[src/rtl/hazard_stall_ctrl.sv]
// Hazard/stall controller for the 5-stage MIPS pipeline.
// Resolves what forwarding cannot: load-use stalls, taken-branch flushes and
// data-memory wait freezes (with timeout abort).
// Optional: define HAZARD_PERF_CNT_EN to add the stallcycles perf counter port.
module hazard_stall_ctrl #(
  parameter int LOAD_STALL_CYCLES = 1,
  parameter int MEM_TIMEOUT       = 255
) (
  input  logic        clk,
  input  logic        rst,
  input  logic        idexmemrd,
  input  logic [4:0]  idexrt,
  input  logic [4:0]  ifidrs,
  input  logic [4:0]  ifidrt,
  input  logic [31:0] ifidins,
  input  logic        branchtaken,
  input  logic        dmemreq,
  input  logic        dmemready,
  output logic        pcwrite,
  output logic        ifidwrite,
  output logic        idexbubble,
  output logic        ifidflush,
  output logic        idexflush,
  output logic        freeze,
  output logic        memerr,
`ifdef HAZARD_PERF_CNT_EN
  output logic [31:0] stallcycles,
`endif
  output logic [1:0]  stallstate
);

  localparam logic [1:0] S_RUN     = 2'b00;
  localparam logic [1:0] S_LDSTALL = 2'b01;
  localparam logic [1:0] S_MEMWAIT = 2'b10;

  localparam logic [3:0] LD_INIT = 4'(LOAD_STALL_CYCLES - 1);
  localparam logic [7:0] TMO     = 8'(MEM_TIMEOUT);

  logic [1:0] state, state_n;
  logic [1:0] sv_state, sv_state_n;   // state interrupted by a memory wait
  logic [3:0] cnt, cnt_n;             // remaining LDSTALL cycles
  logic [3:0] sv_cnt, sv_cnt_n;       // LDSTALL count held across a memory wait
  logic [7:0] wcnt, wcnt_n;           // memory wait cycle counter
  logic       memerr_n;

  logic [5:0] opcode;
  logic       rtused, hazard, memwait;
  logic       unused_ins;

  assign opcode     = ifidins[31:26];
  assign unused_ins = ^ifidins[25:0];
  assign rtused     = (opcode == 6'h00) || (opcode == 6'h2b) ||
                      (opcode == 6'h04) || (opcode == 6'h05);
  assign hazard     = idexmemrd && (idexrt != 5'd0) &&
                      ((idexrt == ifidrs) || (rtused && (idexrt == ifidrt)));
  assign memwait    = dmemreq && !dmemready;
  assign stallstate = state;

  // Output decode and next-state/counter update; reset overrides outputs last.
  always_comb begin
    pcwrite    = 1'b1;
    ifidwrite  = 1'b1;
    idexbubble = 1'b0;
    ifidflush  = 1'b0;
    idexflush  = 1'b0;
    freeze     = 1'b0;
    state_n    = state;
    sv_state_n = sv_state;
    cnt_n      = cnt;
    sv_cnt_n   = sv_cnt;
    wcnt_n     = wcnt;
    memerr_n   = 1'b0;
    case (state)
      S_RUN, S_LDSTALL: begin
        if (memwait) begin
          freeze     = 1'b1;
          pcwrite    = 1'b0;
          ifidwrite  = 1'b0;
          state_n    = S_MEMWAIT;
          sv_state_n = state;
          sv_cnt_n   = cnt;
          wcnt_n     = 8'd1;
        end else if (state == S_RUN) begin
          if (branchtaken) begin
            // Branch flush wins over load-use; the stalled instruction is wrong-path.
            ifidflush = 1'b1;
            idexflush = 1'b1;
          end else if (hazard) begin
            pcwrite    = 1'b0;
            ifidwrite  = 1'b0;
            idexbubble = 1'b1;
            if (LOAD_STALL_CYCLES > 1) begin
              state_n = S_LDSTALL;
              cnt_n   = LD_INIT;
            end
          end
        end else begin
          pcwrite    = 1'b0;
          ifidwrite  = 1'b0;
          idexbubble = 1'b1;
          if (cnt <= 4'd1) begin
            state_n = S_RUN;
            cnt_n   = 4'd0;
          end else begin
            cnt_n = cnt - 4'd1;
          end
        end
      end
      S_MEMWAIT: begin
        if (dmemready) begin
          // Ack cycle: pipeline unfreezes and shows the interrupted state's
          // outputs; the interrupted state and its count are restored as-is.
          state_n = sv_state;
          cnt_n   = sv_cnt;
          if (sv_state == S_LDSTALL) begin
            pcwrite    = 1'b0;
            ifidwrite  = 1'b0;
            idexbubble = 1'b1;
          end else if (branchtaken) begin
            ifidflush = 1'b1;
            idexflush = 1'b1;
          end else if (hazard) begin
            pcwrite    = 1'b0;
            ifidwrite  = 1'b0;
            idexbubble = 1'b1;
          end
        end else begin
          freeze    = 1'b1;
          pcwrite   = 1'b0;
          ifidwrite = 1'b0;
          if (wcnt >= TMO) begin
            state_n    = S_RUN;
            sv_state_n = S_RUN;
            cnt_n      = 4'd0;
            sv_cnt_n   = 4'd0;
            wcnt_n     = 8'd0;
            memerr_n   = 1'b1;
          end else begin
            wcnt_n = wcnt + 8'd1;
          end
        end
      end
      default: begin
        state_n = S_RUN;
        cnt_n   = 4'd0;
      end
    endcase
    if (rst) begin
      pcwrite    = 1'b0;
      ifidwrite  = 1'b0;
      idexbubble = 1'b1;
      ifidflush  = 1'b0;
      idexflush  = 1'b0;
      freeze     = 1'b0;
    end
  end

  // State, counters, saved context and the memerr pulse register.
  always_ff @(posedge clk) begin
    if (rst) begin
      state    <= S_RUN;
      sv_state <= S_RUN;
      cnt      <= 4'd0;
      sv_cnt   <= 4'd0;
      wcnt     <= 8'd0;
      memerr   <= 1'b0;
    end else begin
      state    <= state_n;
      sv_state <= sv_state_n;
      cnt      <= cnt_n;
      sv_cnt   <= sv_cnt_n;
      wcnt     <= wcnt_n;
      memerr   <= memerr_n;
    end
  end

`ifdef HAZARD_PERF_CNT_EN
  // Saturating count of cycles in which the PC was held.
  always_ff @(posedge clk) begin
    if (rst)
      stallcycles <= 32'd0;
    else if (!pcwrite && (stallcycles != 32'hFFFF_FFFF))
      stallcycles <= stallcycles + 32'd1;
  end
`endif

endmodule

[config.mk]
export PLATFORM = sky130hd
export DESIGN_NAME = hazard_stall_ctrl
export DESIGN_NICKNAME = d
export VERILOG_FILES = /design/src/rtl/hazard_stall_ctrl.sv
export SDC_FILE = /design/constraint.sdc
export NUM_CORES = 1
export LEC_CHECK = 0
export CAP_MARGIN = 20
export CORE_ASPECT_RATIO = 0.6
export CORE_MARGIN = 10
export CORE_UTILIZATION = 44
export DETAILED_ROUTE_END_ITERATION = 10
export PLACE_DENSITY = 0.95
export SLEW_MARGIN = 5
export SYNTH_ARGS = -nofsm -noshare
export SYNTH_HDL_FRONTEND = slang
export SYNTH_SLANG_ARGS = --single-unit
[constraint.sdc]
create_clock -name clk -period 2.6 [get_ports clk]
set_input_delay 0.26 -clock clk [delete_from_list [all_inputs] [get_ports clk]]
set_output_delay 0.26 -clock clk [all_outputs]
set_load 0.03 [all_outputs]
### Word level (Yosys, flattened, before mapping)

Index checks and enable logic that the tools add are counted.

* add/sub/neg operators: 2
* $lt $le $gt $ge: 2
* eq/ne operators: 16
* muxes and demuxes: 50
* bitwise logic cells: 1
* reductions and logical operators: 19

Operators by type and width (number)
* 4-bit two-way mux: 7
* 1-bit two-way mux: 24
* 8-bit two-way mux: 3
* 4-bit case mux with 2 select lines: 2
* 8-bit case mux with 2 select lines: 1
* 2-bit two-way mux: 7
* 6-bit by 3-bit == test with 1-bit output (second input constant): 2
* 5-bit == test: 2
* 2-bit inequality test (second input constant): 5
* 3-bit inequality test (second input constant): 3
* 3-bit AND reduction: 3
* 8-bit by 1-bit adder with 8-bit output (second input constant): 1
* 8-bit greater-or-equal comparator (second input constant): 1
* 1-bit case mux with 2 select lines: 4
* 2-bit case mux with 2 select lines: 2
* 6-bit == test (second input constant): 1
* 6-bit logical NOT: 1
* 5-bit nonzero test: 1
* 2-bit by 1-bit == test with 1-bit output (second input constant): 2
* 4-bit by 1-bit <= comparator with 1-bit output (second input constant): 1
* 1-bit logical AND: 4
* 1-bit logical OR: 4
* 4-bit AND reduction: 1
* 4-bit by 1-bit subtractor with 4-bit output (second input constant): 1
* 7 further kinds: 7

* register bits after elaboration: 21
* input bits: 53
* output and inout bits: 9

### Logic depth before layout (Yosys ltp)

Gate-level depths: netlist (run 1).

* depth in word-level cells: 13
* gate-level depth with buffers: 8
* mapped depth without buffers: 7

### Worst setup path after synthesis (run 1)

No wires, ideal clock.

* path type: reg-to-output
* from: register state[0], in the netlist stallstate[0]
* to: output pcwrite
* data arrival time: 1910 ps
* required time: 2340 ps
* slack: 430 ps
* stages on the path, launching flop included: 9
* cells stage by stage: dfxtp_1 clkbuf_1 nor2b_1 and2_1 clkbuf_1 a21oi_1 nor2_1 o2bb2ai_1 buf_4

* cells in the longest elaborated chain, start to end: 5
* elaborated cells between the ends (all ways): 8
* those cells by class: eq/ne: 2; mux: 4; reduce/logical: 2

RTL lines
* from (decl): RTL line 39 `logic [1:0] state, state_n;`
* from (signal assigned): RTL line 168 `state <= state_n;`
* 2-bit logical NOT
* 1-bit two-way mux (2 in series)
* 1-bit case mux with 2 select lines (*)
* 1-bit two-way mux (*)
* to (decl): RTL line 19 `output logic pcwrite,`

Mark *: on every way between the ends. The rest lies on a longest branch, timed or not.

### Worst setup path after layout (run 1)

* from: input ifidins[27]
* to: output pcwrite

* cells in the longest elaborated chain, start to end: 13
* elaborated cells between the ends (all ways): 18
* those cells by class: eq/ne: 3; mux: 8; reduce/logical: 7

RTL lines
* from (decl): RTL line 15 `input logic [31:0] ifidins,`
* 6-bit == test / 6-bit logical NOT (equally long branches): RTL line 52 `assign rtused = (opcode == 6'h00) || (opcode == 6'h2b) ||`
* 1-bit logical OR (2 in series): RTL line 52
* 1-bit logical OR (*): RTL line 53 `(opcode == 6'h04) || (opcode == 6'h05);`
* 1-bit logical AND (*): RTL line 55 `((idexrt == ifidrs) || (rtused && (idexrt == ifidrt)));`
* 1-bit logical OR (*): RTL line 55
* 1-bit logical AND (*): RTL line 54 `assign hazard = idexmemrd && (idexrt != 5'd0) &&`
* 1-bit two-way mux (*): RTL line 88, 122
* 1-bit two-way mux (*): RTL line 84 `if (branchtaken) begin`
* 1-bit two-way mux, on equally long branches: RTL line 115, 83
* 1-bit two-way mux, on equally long branches: RTL line 110, 75
* 1-bit case mux with 2 select lines (*): RTL line 73 `case (state)`
* 1-bit two-way mux (*): RTL line 148 `if (rst) begin`

Marks and branches as above.

==> results of run 1 <==
[through the flow]
step / std cells / setup slack, ns / instance area (um2) / utilization [%] / total power, mW
floorplan: 166 / 0.4296 / 1358 / - / 0.4441
global route: 241 / 0.07687 / 1779 / 61.16 / 0.7662
finish: 241 / 0.1350 / 1779 / 61.16 / 0.7302
CTS: 241 / 0.1357 / 1779 / 61.16 / 0.7365
global placement: 237 / 0.1952 / 1733 / 59.57 / 0.5181
detailed placement: 237 / 0.1338 / 1733 / 59.57 / 0.5234
[flip-flops by register name (all words and copies together) (netlist names)]
name and cells:
wcnt 8, cnt 4, sv_cnt 4, stallstate 2, sv_state 2, memerr 1
[layer usage]
metal | global-route usage (%) | up-vias | wire length, um
met4 | 2.874 | 0 | 39
met3 | 3.118 | 6 | 224
met1 | 17.34 | 614 | 1713
met2 | 21.02 | 40 | 1845
met5 | 0 | - | 0
li1 | - | 680 | -
[report_power, final]
| part | switching (mW) | internal, mW |
|---|---|---|
| Combinational | 0.0940 | 0.0894 |
| Clock | 0.106 | 0.107 |
| Sequential | 0.00701 | 0.327 |
[cell usage after synthesis (all sizes together)]
| cell type | instances |
|---|---|
| a2111oi | 1 |
| a211oi | 5 |
| a21o | 1 |
| a21oi | 16 |
| a22o | 1 |
| a22oi | 1 |
| a311oi | 3 |
| a31oi | 2 |
| a32o | 1 |
| a41oi | 1 |
| and2 | 1 |
| and3 | 1 |
| and3b | 1 |
| and4 | 1 |
| buf | 5 |
| clkbuf | 6 |
| dfxtp | 21 |
| ha | 3 |
| inv | 3 |
| mux2i | 1 |
| nand2 | 6 |
| nand2b | 4 |
| nand3 | 6 |
| nand3b | 4 |
| nand4 | 5 |
| nor2 | 24 |
| nor2b | 6 |
| nor3 | 7 |
| nor4 | 1 |
| nor4bb | 2 |
| o211ai | 1 |
| o21a | 1 |
| o21ai | 3 |
| o21bai | 1 |
| o221ai | 1 |
| o2bb2ai | 1 |
| o31a | 1 |
| o31ai | 1 |
| o41ai | 2 |
| or2 | 1 |
| or4 | 2 |
| xnor2 | 8 |
| xor2 | 3 |
[final cells by class]
| cell class | count | area, um2 |
|---|---|---|
| inverter | 3 | 11.26 |
| timing repair buffer | 40 | 375.4 |
| tap | 42 | 52.55 |
| clock inverter | 1 | 5.005 |
| multi-input combinational | 131 | 873.3 |
| clock buffer | 3 | 41.29 |
| sequential | 21 | 420.4 |
| fill | 245 | 1130 |
[cell families after synthesis]
kind of cell             count (synthesis)
XOR/XNOR                                11
multiplexers                             1
AO/OA/AOI/OAI                           44
adder cells (fa/ha/maj)                  3
AND/OR/NAND/NOR                         72
flip-flops                              21
buffers and inverters                   14
[layout by cell type (no fill, tap or decap), types with 4 or more instances in the layout]
master | netlist | final
nand2_1 | 6 | 6
clkdlybuf4s50_1 | 0 | 30
nand3b_1 | 4 | 4
a211oi_1 | 5 | 5
nor3_1 | 7 | 7
nand2b_1 | 4 | 4
xnor2_1 | 8 | 8
buf_4 | 2 | 10
a21oi_1 | 14 | 14
dfxtp_1 | 21 | 21
nand4_1 | 4 | 4
nand3_1 | 6 | 6
nor2b_1 | 6 | 6
nor2_1 | 24 | 24
[worst max-delay path, delay by kind of cell]
family	cells	cell delay, ns
AO/OA/AOI/OAI	3	0.79
AND/OR/NAND/NOR	1	0.55
buffers and inverters	2	0.60
[worst paths after layout]
kind / startpoint / to / slack, ns / depth (start not counted)
worst min-delay path: sv_state[1]$_SDFFE_PP0P_ / stallstate[1]$_SDFFE_PP0P_ / 0.49 / 2
worst min register to register: sv_state[1]$_SDFFE_PP0P_ / stallstate[1]$_SDFFE_PP0P_ / 0.49 / 2
worst max-delay path: ifidins[27] / pcwrite / 0.14 / 6
worst max register to register: wcnt[0]$_SDFFE_PP0P_ / cnt[1]$_SDFFE_PP0P_ / 0.76 / 6
==> reports/metrics.cfg, run 1 <==
[outcome]
status=finished, final reports clean

[sta]
rsz0062_at_grt=no
tightest_slew_ns=0.4556
finalHoldViolCount=0
max_freq_ghz=0.4057
period_minus_slack_ns=2.465
slew_violations=0
timing.hold.ws_ns=0.4871
slew_headroom_pct=69.52
period_share_pct=94.81
final-setup-viol-count=0
skew_ns=0.003216
setup-tns-final_ns=0

[layout]
final_layout_size_suffix_gt1_share_pct=11.06
areaGrowthSynthToFinish_pct=31.06
antenna_cells=0
num-nets-final=256

[yosys]
syn-cell-area_mm2=0.001358
synth_top_area_share_pct=30.97
synth_cells=166
synthAdderAreaFrac_pct=2.765
yosys_warnings=0
synth_seq_cells=21
syn_area_per_cell_um2=8.178
synthSimpleGateAreaFrac_pct=29.49
syn_nets=222
yosys-top-cells-area=dfxtp_1, nor2_1, a21oi_1
synth_top_family_by_area=simple AND/OR/NAND/NOR gates
synth_xor_area_share_pct=7.097
synth_largest_area_cell=dfxtp_1
synth_compound_gate_area_share_pct=24.24
synth_mux_area_share_pct=0.7373
synth_cell_types=47
ys_seq_area_share_pct=30.97

[route]
drt_wl_total_um=3822
drcViolationCount=0
first_pass_iters=4
wl_per_cell_um=15.86
viasPerCell=5.560
drt_iter0_drc=147
via_count=1340
antenna_left=0

[clock_tree]
clkLatencyLatePin_ns=0.26
clock_sinks=21
clockRootBuffer=clkbuf_8
clock_path_buffers=2
clkTransAtPathRegs_ns=0.08
htree_levels=1
numCtsBuffers=3
holdBufCountCts=0
cts_tree=yes
cts_resized=0
cts_setup_buffers=0

[grt]
grt_pass1_vias=1271
grt_pass1_wl_um=6292
antenna_found_initial=0
track_usage_pct=13.15
grt_overflow=0
grt_max_degree=28

[power_and_ir_drop]
power_leakage_nw=0.6182
power-per-cell-area_mw_per_mm2=410.4
peakVddDrop_v=0.0002423

[worst_setup_path]
path_cells=clkdlybuf4s50_1 > or4_4 > a2111oi_4 > o221ai_2 > o2bb2ai_1 > buf_4
end_kind=output pin
worstPathMaxFanout=2
arrival_ns=2.20
cp_slowest_cell=or4_4
critPathRequiredTime_ns=2.34
slowest_delay_ns=0.55
start_kind=input pin
critPathKind=input pin to output pin

[placement]
routabilityCongestion=0.8651
port_buffers=35
dp_hpwl_um=3106

[min_path]
hp-class=register to register

[die]
io_pins=62
dieArea_mm2=0.005780
start_util_pct=46.67
fp-row-count=15
die_w_um=91.71
die_h_um=63.03
core_area_mm2=0.002909

[run]
cap_viol_max_count=0

Power figures use the tool's default switching activity.
==> inputs of run 2 (changes only) <==
- CORE_ASPECT_RATIO: 0.6 -> 0.5
- CORE_UTILIZATION: 44 -> 41
- CTS_CLUSTER_SIZE: unset -> 25
- PLACE_DENSITY: 0.95 -> 0.91
- clock period: 2.6 -> 2.71 ns (I/O delays scaled with it)
==> run 2 against run 1 <==
Against the previous run: first-iteration DRC count fell by 13%; routed wire length fell by 4.3%; combinational power fell by 6%; sequential power fell by 4%; global-route usage fell by 1.6 points; sequential share of layout area fell by 0.083 points; clock power barely moved; critical path type unchanged; non-clock buffer count rose by 1; die area rose by 6.4%; core utilization fell by 3.2 points; worst hold slack improved by 0.0047 ns; sequential cell count did not move.
==> reports/metrics.cfg, run 2 (synthesis gave the netlist of run 1 again) <==
[die]
die_h_um=60.69  ; -3.7%
start_util_pct=44.03  ; -2.6 points
die_w_um=101.4  ; +11%
dieArea_mm2=0.006152  ; +6.4%
io_pins=62  ; unchanged
core_area_mm2=0.003083  ; +6.0%
fp-row-count=14  ; -1

[sta]
slew_headroom_pct=71.24  ; +1.7 points
tightest_slew_ns=0.4299  ; -0.02567 ns
period_share_pct=95.44
finalHoldViolCount=0  ; unchanged
period_minus_slack_ns=2.587
skew_ns=0.002883  ; -0.0003330 ns
timing.hold.ws_ns=0.4918  ; +0.004717 ns
slew_violations=0  ; unchanged
max_freq_ghz=0.3866
final-setup-viol-count=0  ; unchanged
rsz0062_at_grt=no

[outcome]
status=finished, final reports clean

[grt]
antenna_found_initial=0  ; unchanged
track_usage_pct=11.55  ; -1.6 points
grt_max_degree=26  ; -7.1%
grt_pass1_wl_um=5809  ; -7.7%
grt_pass1_vias=1238  ; -2.6%
grt_overflow=0  ; unchanged

[power_and_ir_drop]
switching_share_pct=28.33  ; about the same
power.clock.fraction_pct=29.9  ; +0.8 points
switchingPower_mw=0.1988  ; -3.9%
combPwrFrac_pct=24.5  ; -0.6 points
seq_power_share_pct=45.6  ; -0.2 points
power_leakage_nw=0.6226  ; +0.71%
power_mw=0.7017  ; -3.9%
power-per-cell-area_mw_per_mm2=393.0  ; -4.2%
p_int_mw=0.5029  ; -3.9%
peakVddDrop_v=0.0001679  ; -31%

[layout]
final_cell_mix=clkdlybuf4s50_1, nor2_1, dfxtp_1
reg_top3=wcnt (8), cnt (4), sv_cnt (4)
final_area_mm2=0.001785  ; +0.35%
antenna_cells=0  ; unchanged
instances_no_fill=240  ; -0.41%
num-nets-final=257  ; +0.39%
final_layout_size_suffix_gt1_share_pct=10.00  ; -1.1 points
largest_register_ffs=8  ; unchanged
fillers=261  ; +6.5%
areaGrowthSynthToFinish_pct=31.52
largest_register=wcnt
final_common_cell=clkdlybuf4s50_1

[clock_tree]
cts_tree=yes
clkTransAtPathRegs_ns=0.08  ; about the same
clock_sinks=21  ; unchanged
numCtsBuffers=3  ; unchanged
clkLatencyLatePin_ns=0.26  ; about the same
clock_path_buffers=2  ; unchanged
htree_levels=1  ; unchanged
clockRootBuffer=clkbuf_8
cts_setup_buffers=0  ; unchanged

[route]
antenna_left=0  ; unchanged
first_pass_iters=4  ; unchanged
viasPerCell=5.746  ; +3.3%
drcViolationCount=0  ; unchanged
wl_per_cell_um=15.24  ; -3.9%
drt_wl_total_um=3657  ; -4.3%
drt_iter0_drc=128  ; -13%
via_count=1379  ; +2.9%

[worst_setup_path]
critPathKind=input pin to output pin
crit_family=buffers and inverters
worstPathMaxFanout=2  ; unchanged
path_cells=clkdlybuf4s50_1 > or4_4 > a2111oi_4 > o221ai_2 > o2bb2ai_1 > dlygate4sd2_1
cp_num_buf_inv=2  ; unchanged
end_kind=output pin
start_kind=input pin
critPathRequiredTime_ns=2.44  ; +0.10 ns
arrival_ns=2.32  ; +0.12 ns
slowest_delay_ns=0.55  ; about the same
cp_slowest_cell=or4_4

[run]
cap_viol_max_count=0  ; unchanged

[placement]
port_buffers=35  ; unchanged
post_dp_cell_area_mm2=0.001743  ; +0.58%
dp_cells=236  ; -0.42%
dp_hpwl_um=2746  ; -12%
routabilityCongestion=0.8806  ; +1.8%

[min_path]
hp-class=register to register

## run 2: path summary, 6_finish.rpt
path                                    from                       end  slack, ns  cells past startpoint
hold / removal        sv_cnt[1]$_SDFFE_PP0P_    sv_cnt[1]$_SDFFE_PP0P_       0.49                      2
setup reg to reg  stallstate[0]$_SDFFE_PP0P_  sv_state[0]$_SDFFE_PP0P_       0.86                      6
hold reg to reg       sv_cnt[1]$_SDFFE_PP0P_    sv_cnt[1]$_SDFFE_PP0P_       0.49                      2
setup / recovery                 ifidins[27]                   pcwrite       0.12                      6
## run 2: final cells by class
class                      count  area, um2  share of cell area, %
clock buffer                   4      45.04                  2.523
inverter                       3      11.26                 0.6307
multi-input combinational    131      873.3                  48.91
sequential                    21      420.4                  23.55
tap                           40      50.05                  2.803
timing repair buffer          41      385.4                  21.58
## run 2: stage by stage
stage               setup slack (ns)  utilization (%)  setup TNS, ns
detailed placement           -0.1421            56.53        -0.2811
finish                        0.1235            57.91              0
floorplan                     0.5286                -              0
global placement            -0.09201            56.53        -0.1836
global route                 0.06664            57.91              0
CTS                           0.1049            57.91              0
## run 2: layer usage
| layer | track usage [%] | part of all wire (%) |
|---|---|---|
| met1 | 12.52 | 41 |
| met2 | 21.49 | 51 |
| met3 | 3.061 | 5.4 |
| met4 | 4.536 | 2.6 |
| met5 | 0 | 0 |
## run 2: tightest hold or removal path, stage by stage, from the launching register on
cell and delay [ns]:
dfxtp_1 0.32, nand3b_1 0.07, o41ai_1 0.06
## run 2: timing repair
action / in CTS / in global routing
hold buffers: 0 / 0
gates resized for setup: 2 / 0
endpoints found under the setup margin: 2 / 0
## run 2: power by group through the flow
stage	clock network [mW]	logic (mW)	registers, mW
2_1_floorplan	0	0.0987	0.327
3_3_place_gp	0	0.168	0.327
3_5_place_dp	0	0.172	0.327
4_1_cts	0.212	0.172	0.320
5_1_grt	0.225	0.188	0.321
6_report	0.210	0.172	0.320
==> inputs of run 3 (changes only) <==
- SETUP_SLACK_MARGIN: unset -> 0.1
==> run 3 against run 2 <==
Against the previous run: non-clock buffer count unchanged; critical endpoint is now idexbubble; die area unchanged; first-iteration DRC count up 7.0%; worst hold slack worse by 0.0049 ns; count of clock-buffer cells in the layout stayed put.
==> reports/metrics.cfg, run 3 (synthesis gave the netlist of run 1 again) <==
[die]
io_pins=62  ; unchanged
start_util_pct=44.03  ; unchanged
dieArea_mm2=0.006152  ; unchanged
die_h_um=60.69  ; unchanged
die_w_um=101.4  ; unchanged
fp-row-count=14  ; unchanged
core_area_mm2=0.003083  ; unchanged

[outcome]
status=finished, final reports clean

[route]
drcViolationCount=0  ; unchanged
antenna_left=0  ; unchanged
drt_wl_total_um=3668  ; +0.30%
first_pass_iters=4  ; unchanged
viasPerCell=5.721  ; -0.44%
drt_iter0_drc=137  ; +7.0%
via_count=1373  ; -0.44%
wl_per_cell_um=15.28  ; +0.30%

[placement]
port_buffers=35  ; unchanged
post_dp_cell_area_mm2=0.001743  ; unchanged
dp_hpwl_um=2746  ; unchanged
routabilityCongestion=0.8806  ; unchanged

[layout]
multi_input_area_um2=873.3  ; unchanged
final_area_mm2=0.001778  ; -0.42%
final_layout_size_suffix_gt1_share_pct=11.00  ; +1.0 points
antenna_cells=0  ; unchanged
final_cell_mix=clkdlybuf4s50_1, nor2_1, dfxtp_1
areaGrowthSynthToFinish_pct=30.97
reg_top3=wcnt (8), cnt (4), sv_cnt (4)
final_common_cell=clkdlybuf4s50_1
num-nets-final=257  ; unchanged
largest_register=wcnt
largest_register_ffs=8  ; unchanged
fillers=262  ; +0.38%
seqCellArea_um2=420.4  ; unchanged

[clock_tree]
clockRootBuffer=clkbuf_8
clkLatencyLatePin_ns=0.26  ; about the same
clkTransAtPathRegs_ns=0.08  ; about the same
cts_tree=yes
htree_levels=1  ; unchanged
clock_path_buffers=2  ; unchanged
numCtsBuffers=3  ; unchanged
clock_sinks=21  ; unchanged
holdBufCountCts=0  ; unchanged

[sta]
setup-tns-final_ns=0  ; unchanged
period_share_pct=92.55  ; -2.9 points
slew_violations=0  ; unchanged
rsz0062_at_grt=no
slew_headroom_pct=70.89  ; -0.34 points
final-setup-viol-count=0  ; unchanged
max_freq_ghz=0.3987  ; +3.1%
finalHoldViolCount=0  ; unchanged
skew_ns=0.002469  ; -0.0004145 ns
tightest_slew_ns=0.4350  ; +0.005107 ns
period_minus_slack_ns=2.508  ; -0.07846 ns

[worst_setup_path]
end_kind=output pin
worstPathMaxFanout=2  ; unchanged
arrival_ns=2.24  ; -0.08 ns
start_kind=input pin
critPathKind=input pin to output pin
critPathRequiredTime_ns=2.44  ; about the same

[power_and_ir_drop]
power-per-cell-area_mw_per_mm2=393.9  ; +0.22%
peakVddDrop_v=0.0001670  ; -0.54%
power_leakage_nw=0.6187  ; -0.63%

[min_path]
hp-class=register to register

[grt]
grt_pass1_vias=1238  ; unchanged
antenna_found_initial=0  ; unchanged
grt_overflow=0  ; unchanged
grt_max_degree=26  ; unchanged
track_usage_pct=11.55  ; unchanged
grt_pass1_wl_um=5809  ; unchanged

[run]
cap_viol_max_count=0  ; unchanged

-- run 3: cell count changes in the layout (fill, tap and decap cells not counted) --
cell	previous run	this run
dlygate4sd2_1	2	0
clkbuf_2	0	2
-- run 3: routing by layer --
layer	routed length [um]	global-route usage, %
met1	1566	12.52
met5	0	0
met2	1844	21.49
met4	95	4.536
met3	162	3.061
-- run 3: worst max-delay path, stage by stage --
cell,delay [ns]
clkdlybuf4s50_1,0.42
or4_4,0.55
a2111oi_4,0.37
o221ai_2,0.18
buf_4,0.16
a21oi_2,0.11
buf_4,0.16
-- run 3: power by group --
group / internal [mW] / leakage [nW] / switching (mW)
combinational: 0.0837 / 0.426 / 0.0883
clock: 0.105 / 0.0228 / 0.104
sequential: 0.314 / 0.170 / 0.00611
total: 0.502 / 0.619 / 0.198
-- run 3: what timing repair did --
| item | CTS | global route |
|---|---|---|
| resized for setup | 2 | 4 |
| setup endpoints to repair | 2 | 2 |
| setup buffers | 0 | 0 |
| hold endpoints to repair | 0 | 0 |
-- run 3: worst paths after layout --
path	startpoint	to	slack, ns	cells after the start
setup reg to reg	stallstate[0]$_SDFFE_PP0P_	sv_state[0]$_SDFFE_PP0P_	0.86	6
hold reg to reg	sv_state[1]$_SDFFE_PP0P_	stallstate[1]$_SDFFE_PP0P_	0.49	2
hold / removal	sv_state[1]$_SDFFE_PP0P_	stallstate[1]$_SDFFE_PP0P_	0.49	2
setup / recovery	ifidins[27]	idexbubble	0.20	7
-- run 3: cell type report --
class | count | area share [%]
flip-flops and latches | 21 | 23.65
inverters | 3 | 0.6334
well taps | 40 | 2.815
multi-input cells | 131 | 49.12
repair buffers | 41 | 21.25
clock buffers | 4 | 2.533
-- run 3: per-stage QoR --
step	util [%]	total power [mW]	instances	hold slack [ns]	setup slack [ns]
floorplan	-	0.4261	166	0.4354	0.5286
global placement	56.53	0.4944	236	0.4622	-0.09201
detailed placement	56.53	0.4987	236	0.4670	-0.1421
CTS	57.91	0.7032	240	0.4795	0.1049
global route	57.67	0.7323	240	0.5153	0.1357
finish	57.67	0.7003	240	0.4869	0.2019
